## src/rtl/led_blink_pkg.sv

```systemverilog
// Shared types and helpers for the LED blink indicator.
package led_blink_pkg;

  typedef enum logic [1:0] {
    IDLE = 2'd0,
    ON   = 2'd1,
    OFF  = 2'd2
  } state_t;

  // The timer counts 0..max(ON,OFF)-1, so this many bits hold it without wrap.
  function automatic int timer_width(input int on_c, input int off_c);
    int m;
    int w;
    m = (on_c > off_c) ? on_c : off_c;
    w = $clog2(m);
    return (w < 1) ? 1 : w;
  endfunction

endpackage

```

## src/rtl/led_blink_indicator_cycle_timer.sv

```systemverilog
// Clear-and-count up-counter with a terminal-count compare.
module cycle_timer #(
  parameter int W = 1
) (
  input  logic         i_clk,
  input  logic         i_rst,
  input  logic         i_clr,
  input  logic [W-1:0] i_tc,
  output logic         o_hit
);

  logic [W-1:0] r_cnt;

  // Count up every cycle unless cleared; the owner clears on each phase change.
  always_ff @(posedge i_clk) begin
    if (i_rst || i_clr) r_cnt <= '0;
    else                r_cnt <= r_cnt + 1'b1;
  end

  assign o_hit = (r_cnt == i_tc);

endmodule

```

## src/rtl/led_blink_indicator.sv

```systemverilog
// Turns single-cycle event pulses into visible LED blinks (on-time + dark gap).
// Optional feature macro: LED_BLINK_PENDING_EN -- when defined, events that
// arrive mid-blink are counted and blinked later; otherwise they are dropped.
module led_blink_indicator
  import led_blink_pkg::*;
#(
  parameter  int ON_CYCLES   = 12_500_000,
  parameter  int OFF_CYCLES  = 12_500_000,
  parameter  int MAX_PENDING = 15,
  localparam int PW          = $clog2(MAX_PENDING + 1)
) (
  input  logic          sysclk,
  input  logic          reset,
  input  logic          evt_pulse,
  output logic          led,
  output logic          busy,
  output logic [PW-1:0] pending,
  output logic          dropped
);

  localparam int          TW     = timer_width(ON_CYCLES, OFF_CYCLES);
  localparam logic [TW-1:0] ON_TC  = TW'(ON_CYCLES - 1);
  localparam logic [TW-1:0] OFF_TC = TW'(OFF_CYCLES - 1);

  state_t          r_state;
  state_t          w_state_nxt;
  logic            r_led;
  logic            r_busy;
  logic            r_dropped;
  logic [TW-1:0]   w_tc;
  logic            w_hit;
  logic            w_clr;
  logic            w_pend_nz;
  logic            w_drop;

  // Terminal count follows the current phase; IDLE holds the timer at zero.
  assign w_tc  = (r_state == OFF) ? OFF_TC : ON_TC;
  assign w_clr = (w_state_nxt != r_state) || (r_state == IDLE);

  cycle_timer #(.W(TW)) u_timer (
    .i_clk (sysclk),
    .i_rst (reset),
    .i_clr (w_clr),
    .i_tc  (w_tc),
    .o_hit (w_hit)
  );

`ifdef LED_BLINK_PENDING_EN
  logic [PW-1:0] r_pending;
  logic          w_inc;
  logic          w_dec;
  logic          w_sat;

  // An event in IDLE with nothing queued blinks directly; every other event
  // queues. Leaving IDLE or finishing a gap with work queued consumes one.
  assign w_pend_nz = (r_pending != '0);
  assign w_inc     = evt_pulse && !((r_state == IDLE) && !w_pend_nz);
  assign w_dec     = w_pend_nz && ((r_state == IDLE) || ((r_state == OFF) && w_hit));
  assign w_sat     = (r_pending == PW'(MAX_PENDING));
  assign w_drop    = w_inc && !w_dec && w_sat;

  // Queue counter; a simultaneous increment and decrement cancel out.
  always_ff @(posedge sysclk) begin
    if (reset)                          r_pending <= '0;
    else if (w_inc && !w_dec && !w_sat) r_pending <= r_pending + 1'b1;
    else if (w_dec && !w_inc)           r_pending <= r_pending - 1'b1;
  end

  assign pending = r_pending;
`else
  assign w_pend_nz = 1'b0;
  assign w_drop    = evt_pulse && (r_state != IDLE);
  assign pending   = '0;
`endif

  // Next-state: blink on event (or leftover queued event), gap, then repeat or rest.
  always_comb begin
    w_state_nxt = r_state;
    unique case (r_state)
      IDLE:    if (evt_pulse || w_pend_nz) w_state_nxt = ON;
      ON:      if (w_hit)                  w_state_nxt = OFF;
      OFF:     if (w_hit)                  w_state_nxt = w_pend_nz ? ON : IDLE;
      default:                             w_state_nxt = IDLE;
    endcase
  end

  // State and registered outputs update together so led/busy track the state.
  always_ff @(posedge sysclk) begin
    if (reset) begin
      r_state   <= IDLE;
      r_led     <= 1'b0;
      r_busy    <= 1'b0;
      r_dropped <= 1'b0;
    end else begin
      r_state   <= w_state_nxt;
      r_led     <= (w_state_nxt == ON);
      r_busy    <= (w_state_nxt != IDLE);
      r_dropped <= w_drop;
    end
  end

  assign led     = r_led;
  assign busy    = r_busy;
  assign dropped = r_dropped;

endmodule

```

## config.mk

```make
export PLATFORM = sky130hd
export DESIGN_NAME = led_blink_indicator
export DESIGN_NICKNAME = d
export VERILOG_FILES = /design/src/rtl/led_blink_pkg.sv /design/src/rtl/led_blink_indicator_cycle_timer.sv /design/src/rtl/led_blink_indicator.sv
export SDC_FILE = /design/constraint.sdc
export NUM_CORES = 1
export LEC_CHECK = 0
export CAP_MARGIN = 20
export CELL_PAD_IN_SITES_DETAIL_PLACEMENT = 0
export CELL_PAD_IN_SITES_GLOBAL_PLACEMENT = 1
export CORE_AREA = 2 2 65 61
export DETAILED_ROUTE_END_ITERATION = 6
export DIE_AREA = 0 0 67 63
export PLACE_DENSITY_LB_ADDON = 0.12
export SLEW_MARGIN = 20
export SYNTH_ARGS = -nofsm -noshare
export SYNTH_HDL_FRONTEND = slang
export SYNTH_SLANG_ARGS = --single-unit
```

## constraint.sdc

```tcl
create_clock -name sysclk -period 3.1 [get_ports sysclk]
set_input_delay 0.465 -clock sysclk [delete_from_list [all_inputs] [get_ports sysclk]]
set_output_delay 0.465 -clock sysclk [all_outputs]
set_load 0.05 [all_outputs]
```

==> results of run 1 <==
==> power breakdown <==
part | switching [mW] | internal, mW
combinational | 0.0296 | 0.0102
sequential | 0.00333 | 0.377
clock | 0.137 | 0.155
==> routing by layer <==
layer  GRT usage  routed length [µm]  up-vias
met4      0.0561                  18        0
met3      0.0703                 122        2
li1            -                   -      571
met2       0.210                1200       28
met5           0                   0        -
met1       0.200                1410      528
==> cell usage in the layout (no fill, tap or decap), drive strengths merged, types with 5 or more instances in the layout <==
cell | netlist | routed
dfxtp | 29 | 29
nor2 | 20 | 20
xnor2 | 11 | 11
a21oi | 10 | 10
nand4 | 9 | 9
nand2 | 8 | 8
o21ai | 7 | 7
or3 | 7 | 7
nand3 | 7 | 7
clkbuf | 0 | 6
nor4 | 5 | 5
clkdlybuf4s50 | 0 | 5
or4 | 5 | 5
==> sequential cells by signal (all words and copies together), names as in the netlist <==
| name | cells |
|---|---|
| r_state | 2 |
| u_timer.r_cnt | 24 |
| dropped | 1 |
| busy | 1 |
| led | 1 |
==> worst paths after layout <==
kind,startpoint,to,slack (ps),depth (start not counted)
max,u_timer.r_cnt[0],u_timer.r_cnt[22],1090,5
min,u_timer.r_cnt[0],u_timer.r_cnt[0],480,1
max reg2reg,u_timer.r_cnt[0],u_timer.r_cnt[22],1090,5
min reg2reg,u_timer.r_cnt[0],u_timer.r_cnt[0],480,1
==> stage by stage <==
stage / utilization / setup WS [ps] / instances
2_1_floorplan: - / 1260 / 156
3_3_place_gp: 0.400 / 1130 / 201
3_5_place_dp: 0.400 / 1100 / 201
4_1_cts: 0.423 / 1090 / 209
5_1_grt: 0.423 / 991 / 209
6_report: 0.423 / 1090 / 209
==> area by class of cell <==
cell class	count	area [µm²]
Multi-Input combinational cell	116	719
Tap cell	46	57.6
Inverter	4	15.0
Fill cell	378	2060
Timing Repair Buffer	6	57.6
Clock buffer	6	72.6
Clock inverter	2	10.0
Sequential cell	29	581
==> critical path, cell delays in order, from the launching register on <==
cell and delay [ps]:
dfxtp_1 390, ha_1 240, nand3_2 150, or4_4 610, or4_1 410, a21oi_1 140
==> cell families (layout without fill, tap and decap cells) <==
group,count (synthesis),count (layout),synth area share
AOI/OAI and AO/OA,24,24,0.102
and+or+nand+nor,73,73,0.319
buffers and inverters,11,18,0.0489
other,1,4,0.00277
xor gates and xnor gates,14,14,0.0905
adders and majority gates,1,1,0.00923
DFF,29,29,0.428
==> results.yml, run 1 <==
cells_and_area:
  areaGrowthSynthToFinish_pct: 11.6
  antennaDiodeCount: 0
  drive_above_1_share: 0.0798
  stdcell_area_um2: 1510
  final_nets: 166
global_routing:
  grt_pass1_wl_um: 4690
  grt_max_degree: 20
  track_usage: 0.151
  globalRouteOverflowTotal: 0
  grt_pass1_vias: 1043
  antenna_found_initial: 0
drt:
  firstDrtPassIters: 4
  drtIter0Drc: 49
  route.detailed.drc: 0
  vias_per_cell: 5.40
  drt-total-wl_um: 2750
  dr_total_vias: 1129
  route.antenna.remaining_nets: 0
  avgRoutedWirePerCell_um: 13.2
synthesis:
  async_flop_share: 0
  netlist.top_cell.by_area: "dfxtp_1"
  yosys_warnings: 0
  synth_seq_cells: 29
  synth_cell_types: 34
  synth_common_cells: "29 x dfxtp_1, 20 x nor2_1, 11 x xnor2_1, 10 x a21oi_1, 8 x nand4_1"
  syn_avg_cell_area_um2: 8.86
  ys_top_cells_by_area: "dfxtp_1 43%, xnor2_1 7.1%, nor2_1 5.5%"
  synth_edf_count: 0
  syn-cell-area_um2: 1360
  yosysMostFrequentCell: "dfxtp_1"
  yosys.area.top_type_share: 0.428
  synthCells: 153
  ys_seq_area_frac: 0.428
  synthFlopType: "dfxtp_1"
clock_tree:
  insertion_delay_ps: 270
  htreeDepth: 2
  ctsHoldBuffers: 0
  cts_sinks: 29
  cts_buffers: 5
  clkTransAtPathRegs_ps: 60
  clockBufferDepth: 2
  cts_tree: "done"
  post-cts-setup-buffers: 0
  clk_root_buffer_cell: "clkbuf_8"
  cts.repair.resized: 0
timing:
  slew_headroom: 0.666
  fmax_mhz: 498
  timing.hold.ws_ps: 480
  setup_tns_ps: 0
  tightest_slew_ps: 500
  drv_slew: 0
  hold_violations: 0
  rsz0062_at_grt: "false"
  fin_crit_ps: 2010
  fin_crit_sh: 0.648
  setup_violations: 0
  clock-skew-final_ps: 4.19
critical_path:
  cp.required_ps: 3310
  startpoint_type: "flip-flop"
  cp.arrival_ps: 2220
  end_kind: "flip-flop"
  crit_fanout: 5
  crit_type: "reg -> reg"
placement:
  gp_congestion: 0.725
  portBuffers: 5
  dp_hpwl_um: 1940
  dpl_cell_area_um2: 1430
power_and_ir_drop:
  p_total_mw: 0.713
  peakVddDrop_mv: 0.249
  p_per_area_nw_per_um2: 471
  leakagePower_nw: 0.467
run:
  maxCapViolCount: 0
die:
  coreArea_um2: 3570
  fp.dieW_um: 67
  rows: 21
  dieArea_um2: 4220
  die_y_um: 63
  ios: 10
  initial_utilization: 0.379
min_path:
  hold_class: "reg -> reg"
status:
  outcome: "complete, no violations"
No activity file was read; power rests on OpenSTA's default activity.
==> run 2, diff against run 1 <==
- clock period: 3.1 -> 1.9 ns (I/O delays scaled with it)
==> run 2 against run 1 <==
  * Combinational power is 73% higher
  * Cell count is 6.7% higher
  * Largest power group unchanged
  * Clock power is 89% higher
  * Worst setup slack worse by 1000 ps
  * Highest routed layer unchanged
  * Routed wire length is 2.1% lower
  * Critical path depth stayed put
  * Via count is 0.35% lower
  * Utilization is 3.6 points higher
==> results.yml, run 2 (synthesis results as in run 1) <==
run:
  maxCapViolCount: 0
clock_tree:
  ctsHoldBuffers: 0
  clockBufferDepth: 2
  clk_root_buffer_cell: "clkbuf_8"
  cts_sinks: 29
  insertion_delay_ps: 280
  cts_tree: "done"
  htreeDepth: 2
  clkTransAtPathRegs_ps: 60
  cts_buffers: 5
drt:
  drt-total-wl_um: 2700
  drtIter0Drc: 69
  route.detailed.drc: 0
  vias_per_cell: 5.04
  dr_total_vias: 1125
  firstDrtPassIters: 4
  avgRoutedWirePerCell_um: 12.1
  route.antenna.remaining_nets: 0
global_routing:
  globalRouteOverflowTotal: 0
  antenna_found_initial: 0
  track_usage: 0.148
  grt_max_degree: 13
  grt_pass1_wl_um: 4690
  grt_pass1_vias: 1037
status:
  outcome: "complete, no violations"
cells_and_area:
  top_register: "u_timer.r_cnt"
  nFillCells: 372
  final_nets: 180
  largest_reg_flops: 24
  final_common_cell: "dfxtp_1"
  areaGrowthSynthToFinish_pct: 21.2
  antennaDiodeCount: 0
  top_regs: "u_timer.r_cnt x24, r_state x2"
  layout_common_cells: "27 x dfxtp_1, 20 x nor2_1, 15 x buf_4"
  drive_above_1_share: 0.175
  final_core_util: 0.460
critical_path:
  rr_worst_depth: 5
  cp.required_ps: 2110
  crit_fanout: 5
  startpoint_type: "flip-flop"
  end_kind: "flip-flop"
  cp.arrival_ps: 2050
  crit_type: "reg -> reg"
timing:
  clock-skew-final_ps: 5.96
  hold_violations: 0
  fmax_mhz: 543
  fin_crit_sh: 0.968
  slew_headroom: 0.668
  setup_violations: 0
  fin_crit_ps: 1840
  rsz0062_at_grt: "false"
  tightest_slew_ps: 497
  drv_slew: 0
  setup_tns_ps: 0
  fin_ws_ps: 59.9
die:
  die_y_um: 63
  fp.dieW_um: 67
  rows: 21
  coreArea_um2: 3570
  ios: 10
  initial_utilization: 0.379
  dieArea_um2: 4220
placement:
  portBuffers: 5
  gp_congestion: 0.799
  dp_hpwl_um: 1990
  place_ws_ps: 42.3
min_path:
  hold_class: "reg -> reg"
  hold_depth: 1
power_and_ir_drop:
  peakVddDrop_mv: 0.335
  p_per_area_nw_per_um2: 757
  leakagePower_nw: 0.547
## run 2: changes by cell type in the layout (fill, tap and decap cells not counted), sizes merged
cell    previous run  this run
clkinv             2         1
buf                1        15
clkbuf             6         7
## run 2: stage by stage
stage / std cells / power (mW) / instance area (µm²) / hold WS, ps
global placement: 215 / 0.702 / 1540 / 452
detailed placement: 215 / 0.703 / 1540 / 460
CTS: 223 / 1.26 / 1640 / 475
finish: 223 / 1.24 / 1640 / 442
floorplan: 156 / 0.688 / 1370 / 354
global route: 223 / 1.31 / 1640 / 468
## run 2: area by class of cell
class,count,area [µm²],share of cell area
Multi-Input combinational cell,116,723,0.440
Clock inverter,1,5.00,0.00305
Sequential cell,29,583,0.355
Tap cell,46,57.6,0.0350
Inverter,4,15.0,0.00914
Timing Repair Buffer,20,163,0.0990
Clock buffer,7,96.3,0.0586
## run 2: report_power, final
| group | switching [mW] | total, mW | internal, mW |
|---|---|---|---|
| clock | 0.227 | 0.553 | 0.327 |
| sequential | 0.00561 | 0.621 | 0.616 |
| combinational | 0.0493 | 0.0689 | 0.0196 |
## run 2: worst paths after layout
check,from,to,slack (ps)
worst max-delay path,u_timer.r_cnt[0],u_timer.r_cnt[22],60
worst min-delay path,u_timer.r_cnt[0],u_timer.r_cnt[0],440
worst max register to register,u_timer.r_cnt[0],u_timer.r_cnt[22],60
worst min register to register,u_timer.r_cnt[0],u_timer.r_cnt[0],440
## run 2: layer usage
metal | GRT usage | part of all wire | vias up
met5 | 0 | 0 | -
met4 | 0.0536 | 0.012 | 0
met3 | 0.0649 | 0.040 | 5
met2 | 0.203 | 0.43 | 12
met1 | 0.203 | 0.52 | 515
li1 | - | - | 593
## run 2: repair_timing
item,CTS,global route
buffers inserted,0,0
setup endpoints to repair,0,8
resized for setup,0,3
## run 2: critical path: stages (launching register included)
cell	delay, ps
dfxtp_2	360
ha_1	180
nand3_2	110
or4_4	580
or4_1	410
a21oi_1	140
